**config.mk**
```make
export PLATFORM = sky130hd
export DESIGN_NAME = pipelined_alu
export DESIGN_NICKNAME = d
export VERILOG_FILES = /design/src/rtl/alu_pkg.sv /design/src/rtl/alu_exec.sv /design/src/rtl/pipelined_alu.sv
export SDC_FILE = /design/constraint.sdc
export NUM_CORES = 1
export LEC_CHECK = 0
export ABC_AREA = 1
export BUFFER_PORTS_ARGS = -buffer_cell sky130_fd_sc_hd__buf_2
export CELL_PAD_IN_SITES_DETAIL_PLACEMENT = 1
export CELL_PAD_IN_SITES_GLOBAL_PLACEMENT = 2
export CORE_MARGIN = 2
export CORE_UTILIZATION = 33
export DETAILED_ROUTE_END_ITERATION = 6
export PLACE_DENSITY = 0.89
export SLEW_MARGIN = 0
export SYNTH_ARGS = -nofsm -noshare
export SYNTH_HDL_FRONTEND = slang
export SYNTH_SLANG_ARGS = --single-unit
```
**constraint.sdc**
```tcl
create_clock -name clk -period 2.75 [get_ports clk]
set_clock_uncertainty 0.1 [all_clocks]
set_input_delay 0.275 -clock clk [delete_from_list [all_inputs] [get_ports clk]]
set_output_delay 0.275 -clock clk [all_outputs]
set_load 0.01 [all_outputs]
```
**src/rtl/alu_pkg.sv**
```systemverilog
// Shared types for the pipelined ALU: operation encoding and flag bit positions.
package alu_pkg;

  typedef enum logic [2:0] {
    ALU_ADD = 3'd0,
    ALU_SUB = 3'd1,
    ALU_AND = 3'd2,
    ALU_OR  = 3'd3,
    ALU_XOR = 3'd4,
    ALU_SHL = 3'd5,
    ALU_SHR = 3'd6,
    ALU_SRA = 3'd7
  } alu_op_e;

  localparam int unsigned FLAG_Z = 0;
  localparam int unsigned FLAG_N = 1;
  localparam int unsigned FLAG_C = 2;
  localparam int unsigned FLAG_V = 3;

endpackage

```
**src/rtl/alu_exec.sv**
```systemverilog
// Combinational ALU core: (op, A, B) -> (result, {V,C,N,Z}).
module alu_exec
  import alu_pkg::*;
#(
  parameter int unsigned WIDTH = 8
) (
  input  alu_op_e          op_i,
  input  logic [WIDTH-1:0] a_i,
  input  logic [WIDTH-1:0] b_i,
  output logic [WIDTH-1:0] result_o,
  output logic [3:0]       flags_o
);

  localparam int unsigned SHW = $clog2(WIDTH);

  logic [SHW-1:0]   shamt;
  logic [WIDTH:0]   sum;
  logic [WIDTH:0]   diff;
  logic [WIDTH:0]   shl_full;
  logic [WIDTH:0]   shr_full;
  logic [WIDTH:0]   sra_full;
  logic [WIDTH-1:0] res;
  logic             carry;
  logic             ovf;

  assign shamt = b_i[SHW-1:0];
  assign sum   = {1'b0, a_i} + {1'b0, b_i};
  assign diff  = {1'b0, a_i} - {1'b0, b_i};

  // One guard bit on the exit side of each shift captures the last bit shifted
  // out; it is naturally 0 for a zero amount or once only fill bits leave.
  assign shl_full = {1'b0, a_i} << shamt;
  assign shr_full = {a_i, 1'b0} >> shamt;
  assign sra_full = $signed({a_i, 1'b0}) >>> shamt;

  always_comb begin
    res   = '0;
    carry = 1'b0;
    ovf   = 1'b0;
    unique case (op_i)
      ALU_ADD: begin
        res   = sum[WIDTH-1:0];
        carry = sum[WIDTH];
        ovf   = (a_i[WIDTH-1] == b_i[WIDTH-1]) && (sum[WIDTH-1] != a_i[WIDTH-1]);
      end
      ALU_SUB: begin
        res   = diff[WIDTH-1:0];
        carry = diff[WIDTH];
        ovf   = (a_i[WIDTH-1] != b_i[WIDTH-1]) && (diff[WIDTH-1] != a_i[WIDTH-1]);
      end
      ALU_AND: res = a_i & b_i;
      ALU_OR:  res = a_i | b_i;
      ALU_XOR: res = a_i ^ b_i;
      ALU_SHL: begin
        res   = shl_full[WIDTH-1:0];
        carry = shl_full[WIDTH];
      end
      ALU_SHR: begin
        res   = shr_full[WIDTH:1];
        carry = shr_full[0];
      end
      ALU_SRA: begin
        res   = sra_full[WIDTH:1];
        carry = sra_full[0];
      end
      default: res = '0;
    endcase
  end

  always_comb begin
    flags_o         = '0;
    flags_o[FLAG_Z] = (res == '0);
    flags_o[FLAG_N] = res[WIDTH-1];
    flags_o[FLAG_C] = carry;
    flags_o[FLAG_V] = ovf;
  end

  assign result_o = res;

endmodule

```
**src/rtl/pipelined_alu.sv**
```systemverilog
// Two-stage ALU pipeline: S1 holds the request, S2 holds the computed response.
// Both ends use valid/ready; back-pressure propagates combinationally from rsp_ready.
module pipelined_alu
  import alu_pkg::*;
#(
  parameter int unsigned WIDTH = 8,
  parameter int unsigned TAG_W = 4
) (
  input  logic             clk,
  input  logic             reset,
  input  logic             req_valid,
  output logic             req_ready,
  input  logic [WIDTH-1:0] operandA,
  input  logic [WIDTH-1:0] operandB,
  input  alu_op_e          opcode,
  input  logic [TAG_W-1:0] req_tag,
  output logic             rsp_valid,
  input  logic             rsp_ready,
  output logic [WIDTH-1:0] result,
  output logic [3:0]       flags,
  output logic [TAG_W-1:0] rsp_tag
);

  logic             s1_valid_q, s1_valid_d;
  alu_op_e          s1_op_q,    s1_op_d;
  logic [WIDTH-1:0] s1_a_q,     s1_a_d;
  logic [WIDTH-1:0] s1_b_q,     s1_b_d;
  logic [TAG_W-1:0] s1_tag_q,   s1_tag_d;

  logic             s2_valid_q, s2_valid_d;
  logic [WIDTH-1:0] s2_res_q,   s2_res_d;
  logic [3:0]       s2_flags_q, s2_flags_d;
  logic [TAG_W-1:0] s2_tag_q,   s2_tag_d;

  logic             adv1;
  logic             adv2;
  logic [WIDTH-1:0] exe_res;
  logic [3:0]       exe_flags;

  alu_exec #(
    .WIDTH(WIDTH)
  ) u_exec (
    .op_i     (s1_op_q),
    .a_i      (s1_a_q),
    .b_i      (s1_b_q),
    .result_o (exe_res),
    .flags_o  (exe_flags)
  );

  // A stage may advance when it is empty or the stage after it is advancing.
  assign adv2      = !s2_valid_q || rsp_ready;
  assign adv1      = !s1_valid_q || adv2;
  assign req_ready = adv1;

  always_comb begin
    s1_valid_d = s1_valid_q;
    s1_op_d    = s1_op_q;
    s1_a_d     = s1_a_q;
    s1_b_d     = s1_b_q;
    s1_tag_d   = s1_tag_q;
    s2_valid_d = s2_valid_q;
    s2_res_d   = s2_res_q;
    s2_flags_d = s2_flags_q;
    s2_tag_d   = s2_tag_q;

    if (adv1) begin
      s1_valid_d = req_valid;
      if (req_valid) begin
        s1_op_d  = opcode;
        s1_a_d   = operandA;
        s1_b_d   = operandB;
        s1_tag_d = req_tag;
      end
    end

    // Payload only changes on a real transfer so stalled outputs stay put.
    if (adv2) begin
      s2_valid_d = s1_valid_q;
      if (s1_valid_q) begin
        s2_res_d   = exe_res;
        s2_flags_d = exe_flags;
        s2_tag_d   = s1_tag_q;
      end
    end
  end

  always_ff @(posedge clk or negedge reset) begin
    if (!reset) begin
      s1_valid_q <= 1'b0;
      s1_op_q    <= ALU_ADD;
      s1_a_q     <= '0;
      s1_b_q     <= '0;
      s1_tag_q   <= '0;
      s2_valid_q <= 1'b0;
      s2_res_q   <= '0;
      s2_flags_q <= '0;
      s2_tag_q   <= '0;
    end else begin
      s1_valid_q <= s1_valid_d;
      s1_op_q    <= s1_op_d;
      s1_a_q     <= s1_a_d;
      s1_b_q     <= s1_b_d;
      s1_tag_q   <= s1_tag_d;
      s2_valid_q <= s2_valid_d;
      s2_res_q   <= s2_res_d;
      s2_flags_q <= s2_flags_d;
      s2_tag_q   <= s2_tag_d;
    end
  end

  assign rsp_valid = s2_valid_q;
  assign result    = s2_res_q;
  assign flags     = s2_flags_q;
  assign rsp_tag   = s2_tag_q;

endmodule

```
=== Word level (Yosys, flattened, before mapping) ===
Index checks and enable logic that the tools add are counted.
W data, S select, Z words.

* Equal/unequal tests: 11
* $add $sub $neg: 2
* Reduce and logical (&&, ||, !) cells: 10
* Shifts and indexed selects: 3
* Mux-type cells: 3
* Bitwise logic cells: 3

{| class="wikitable"
|+ Operators by type and width
! cell !! number
|-
| $pmux W8 S8 || 1
|-
| $eq A3 B3 Y1 const B || 4
|-
| $add A8 B8 Y9 || 1
|-
| $shl A8 B3 Y9 || 1
|-
| $shr A9 B3 Y9 || 1
|-
| $sshr A9 B3 Y9 || 1
|-
| $sub A8 B8 Y9 || 1
|-
| $and A8 B8 Y8 || 1
|-
| $logic_not A8 Y1 || 1
|-
| $or A8 B8 Y8 || 1
|-
| $xor A8 B8 Y8 || 1
|-
| $eq A3 B2 Y1 const B || 2
|-
| $pmux W1 S5 || 1
|-
| $reduce_and A2 Y1 || 2
|-
| $eq A3 B1 Y1 const B || 1
|-
| $logic_not A3 Y1 || 1
|-
| $ne A1 B1 Y1 || 3
|-
| $logic_and A1 B1 Y1 || 2
|-
| $logic_not A1 Y1 || 2
|-
| $logic_or A1 B1 Y1 || 2
|-
| $pmux W1 S2 || 1
|-
| $eq A1 B1 Y1 || 1
|}

* Word-level logic and storage cells: 41
* Output and inout bits: 18
* Bits in registers: 41

=== Depth between registers and ports, before layout ===
* Depth after elaboration: 4
* Mapped depth: 18

=== Cells and area by module ===
A second synthesis with hierarchy kept.

* Cell total of the unflattened synthesis: 542
* Area total of the unflattened synthesis: 3647.2 um^2

{| class="wikitable"
|+ By module, submodules not included
! module !! area each (um^2) !! seq. area each (um^2) !! cells each !! times used
|-
| alu_exec || 2004.4 || 0.0 || 367 || 1
|-
| pipelined_alu || 1642.8 || 1026.0 || 175 || 1
|}

=== Worst setup path before layout ===
No wires, ideal clock.

* Path type: register to register
* From: register s1_b_q[2]
* To: register s2_flags_q[0], in the netlist flags[0]
* Cell stages (with the launch flop): 17
* Setup slack: 722 ps
* Setup time: 65 ps
* Data arrival time: 1862 ps
* Clock period less this slack: 2028 ps
* Buffers on the path: 3
* Cell sequence: dfrtp_1 > buf_6 > inv_2 > buf_6 > ha_1 > buf_6 > nor2_1 > nand2_1 > nand2_1 > nand2_2 > nand2_1 > nand2_1 > nand3_1 > nand3_1 > nor2_2 > nand3_1 > nand2_1

* Longest elaborated chain between the ends: 3
* Elaborated cells on any way between the ends: 10
* Classes of those cells: add/sub: 2; shift: 3; mux: 1; bitwise: 3; reduce/logical: 1

{| class="wikitable"
|+ Ends and longest elaborated chain
! what !! RTL line !! source
|-
| start, declared || pipelined_alu.sv:27 || <nowiki>logic [WIDTH-1:0] s1_b_q, s1_b_d;</nowiki>
|-
| start signal, assigned || pipelined_alu.sv:92 || <nowiki>s1_b_q <= '0;</nowiki>
|-
| start signal, assigned || pipelined_alu.sv:102 || <nowiki>s1_b_q <= s1_b_d;</nowiki>
|-
| $sub A8 B8 Y9, or another cell as far along || alu_exec.sv:28 || <nowiki>assign diff = {1'b0, a_i} - {1'b0, b_i};</nowiki>
|-
| $pmux W8 S8 * || alu_exec.sv:40 || <nowiki>unique case (op_i)</nowiki>
|-
| $logic_not A8 Y1 * || alu_exec.sv:72 || <nowiki>flags_o[FLAG_Z] = (res == '0);</nowiki>
|-
| end signal, assigned || pipelined_alu.sv:106 || <nowiki>s2_flags_q <= s2_flags_d;</nowiki>
|-
| end, declared || pipelined_alu.sv:32 || <nowiki>logic [3:0] s2_flags_q, s2_flags_d;</nowiki>
|}

Mark *: on every way between the ends. The rest lies on a longest branch, timed or not.
A chain may end at the register's enable or synchronous reset.

=== Worst setup path in the final report ===
Ends and elaborated chain as after synthesis.

==> impl_results.md <==
* Io pins at 45
* #FFs+latches synth at 40
* Gate count of the mapped netlist at 529
* Post-route worst setup slack at 0.2506 ns
* Crit-path most repeated cell: nand2_1
* DR vias/cell at 5.193
* Largest net degree at the start of global routing at 48
* Final Max Tran Viols at 0
* Residual DRC at 0
* Power Dens Cells at 689.1 nW/um2
* Setup-failing EPs final at 0
* Max stage delay on crit path at 0.61 ns
* Pre-antenna DRT Iters at 4
* Final Instance Count excl. Fillers at 704
* Gr usage total at 0.2105
* Vias in the first global route at 3,722
* Worst rel slew slack at 0.3865
* Register area share after synthesis at 0.2775
* Setup TNS Final at 0 ns
* Period utilisation layout at 0.9089
* Total CTS buffers at 5
* Crit path cell chain: inv_2 > ha_1 > inv_2 > a21oi_4 > nand2_1 > nand2_1 > nand3_1 > nand2_1 > nor2_1 > nor2_1 > nor2_1 > nand3_1 > nand2_1
* Clk sink count at 40
* Clock transition at path regs at 0.08 ns
* Final instance area at 3943 um2
* Post-CTS Setup Bufs at 0
* Top-area cell type share of the netlist area at 0.2775
* Hold Fails Final Rpt at 0
* Number of library cell types mapped by synthesis at 36
* Part of the power in the clock network at 0.145
* Synth Cell Area at 3607 um2
* Worst VDD drop at 0.0003797 V
* WL met1 at 5.498 mm
* Fraction of layout cells with a size suffix above 1 at 0.1844
* Die area at 11,780 um2
* Internal power at 1.383 mW
* Unrepaired setup endpoints after global routing: no
* Layout Nets at 618
* CTS tree: yes
* Die Y at 108.6 um
* Reg2Reg Depth at 13
* Ranking of synthesized cells by area: dfrtp_1, nand2_1, nand3_1
* Reg2reg start: s1_b_q[2]$_DFFE_PN0P_
* Placed inst area at 3861 um2
* Hold WS at 0.008730 ns
* Global placer's final weighted congestion at 0.9514
* Wirelength, routed at 12.03 mm
* Post-synthesis cell type with the largest combined area: dfrtp_1
* Min cycle time layout at 2.499 ns
* First-pass GRT wire length at 19.11 mm
* Switching power at 1.334 mW
* Worst slew pin tran at 0.9202 ns
* Critical path fanouts, max at 11
* Crit path launch: s1_b_q[2]$_DFFE_PN0P_
* Floorplan die width at 108.6 um
* Clock Tree Root: clkbuf_8
* RR Endpoint: flags[0]$_DFFE_PN0P_
* Iter 0 DRT Violations at 189
* Status: completed
* Routed WL per cell at 17.09 um
* Initial antenna violation count at 0
* Via count at 3,656
* Dpl hpwl at 9.572 mm
* Syn nets at 583
* Met2 wire len at 5.770 mm
* Htree depth at 2
* Worst reg2reg setup slack at 0.25 ns
* Logic pwr share at 0.534
* Sequential share of power at 0.321
* Cells after DPL at 697
* Core area at 10,750 um2
* Top Layer Used: met4
* Hold buffer count at cts at 0
* Worst setup SP type: flip-flop
* Pleak at 2.114 nW
* Worst path slowest cell: dfrtp_1
* Clock Path Buffers at 2
* Place WS at 0.3208 ns
* Peak Freq at 0.4001 GHz
* Max cap viols at 0
* Syn Area/Cell at 6.819 um2
* HP Class: input pin to asynchronous set/reset pin
* Area growth, synth to finish at 9.296%
* ANT cells at 0
* GRT overflow at 0
* Critical path required time at 2.84 ns
* Endpoint class of the critical path: flip-flop
* Sw Ratio at 0.4909
* DRT antenna net count at 0
* Std cell rows at 38
* Starting Density at 0.3357
* Crit path kind: flip-flop to flip-flop
* Ys Warns at 0
* Critical Path AT at 2.59 ns
* Wire length on met3 at 449 um
* Insertion delay to the later sink of the worst-skew pair at 0.30 ns
* Port Buffers at 44
* Post-cts resize count at 0
* Worst setup path endpoint: flags[0]$_DFFE_PN0P_
cell type report:
class / instances / area, um2
Clock inverter: 2 / 12.51
Sequential cell: 40 / 1001
Tap cell: 140 / 175.2
Multi-Input combinational cell: 404 / 2158
Timing Repair Buffer: 52 / 280.3
Inverter: 61 / 246.5
Fill cell: 1453 / 6803
Clock buffer: 5 / 68.82
synthesized netlist by cell type, drive strengths merged:
library cell and instances:
o21ai 14, o22ai 1, o21bai 2, a21oi 39, nand2 153, o211ai 3, xor2 3, nand3b 2
inv 61, buf 21, nand3 80, a31oi 2, fa 2, a211oi 1, nor2 66, nor3 3
clkbuf 3, nand4 8, dfrtp 40, ha 25
state kept, by name, summed over array words and instances, names as in the netlist:
register    cells
flags           4
result          7
rsp_tag         4
rsp_valid       1
s1_a_q          8
s1_b_q          8
s1_op_q         3
s1_tag_q        4
s1_valid_q      1
how the worst min path moves through the flow:
stage,start,end,slack (ns),depth (start not counted)
global placement,reset,s1_a_q[2]$_DFFE_PN0P_,0.36,1
global route,reset,result[1]$_DFFE_PN0P_,0.07,1
CTS,reset,s1_valid_q$_DFFE_PN0N_,0.05,1
finish,reset,s1_b_q[2]$_DFFE_PN0P_,0.009,1
floorplan,reset,flags[0]$_DFFE_PN0P_,-0.12,0
detailed placement,flags[2]$_DFFE_PN0P_,flags[2]$_DFFE_PN0P_,0.36,2
power groups by stage:
stage	clock network [mW]	registers (mW)	logic [mW]
after floorplan	0	0.870	1.03
after global placement	0	0.874	1.41
after detailed placement	0	0.884	1.44
after CTS	0.410	0.872	1.44
after global routing	0.429	0.894	1.62
final	0.394	0.873	1.45
critical path, delay by kind of cell, from the launching register on:
| family | cells | cell delay (ns) |
|---|---|---|
| simple gates | 9 | 0.82 |
| flops | 1 | 0.61 |
| fa+ha+maj | 1 | 0.52 |
| buf+inv | 2 | 0.19 |
| compound gates | 1 | 0.14 |
placed cells by master (no fill, tap or decap), types with 3 or more instances in the layout:
master	synthesis	routed
a21oi_1	37	37
buf_2	4	44
buf_4	4	8
clkbuf_8	0	5
dfrtp_1	40	40
ha_1	25	25
inv_1	48	48
inv_2	10	10
nand2_1	140	140
nand2_2	8	8
nand2_4	5	5
nand3_1	71	71
nand3_2	9	9
nand4_1	8	8
nor2_1	60	60
nor2_2	5	5
o211ai_1	3	3
o21ai_0	13	13
xor2_1	3	3
routing by layer:
metal | GRT usage | up-vias
li1 | - | 1761
met1 | 0.2798 | 1786
met2 | 0.3576 | 88
met3 | 0.02291 | 21
met4 | 0.06593 | 0
met5 | 0 | -
through the flow:
stage          power [mW]    util
2_1_floorplan       1.900       -
3_3_place_gp        2.287  0.3593
3_5_place_dp        2.320  0.3593
6_report            2.717  0.3669
4_1_cts             2.724  0.3669
5_1_grt             2.940  0.3669
kinds of logic after synthesis:
family | count (synthesis) | share of synthesized area
and+or+nand+nor | 312 | 0.3978
buffers and inverters | 85 | 0.1242
AOI/OAI and AO/OA | 62 | 0.09539
DFF | 40 | 0.2775
adders and majority gates | 27 | 0.09782
xor gates and xnor gates | 3 | 0.007285
No activity file was read; power rests on OpenSTA's default activity.
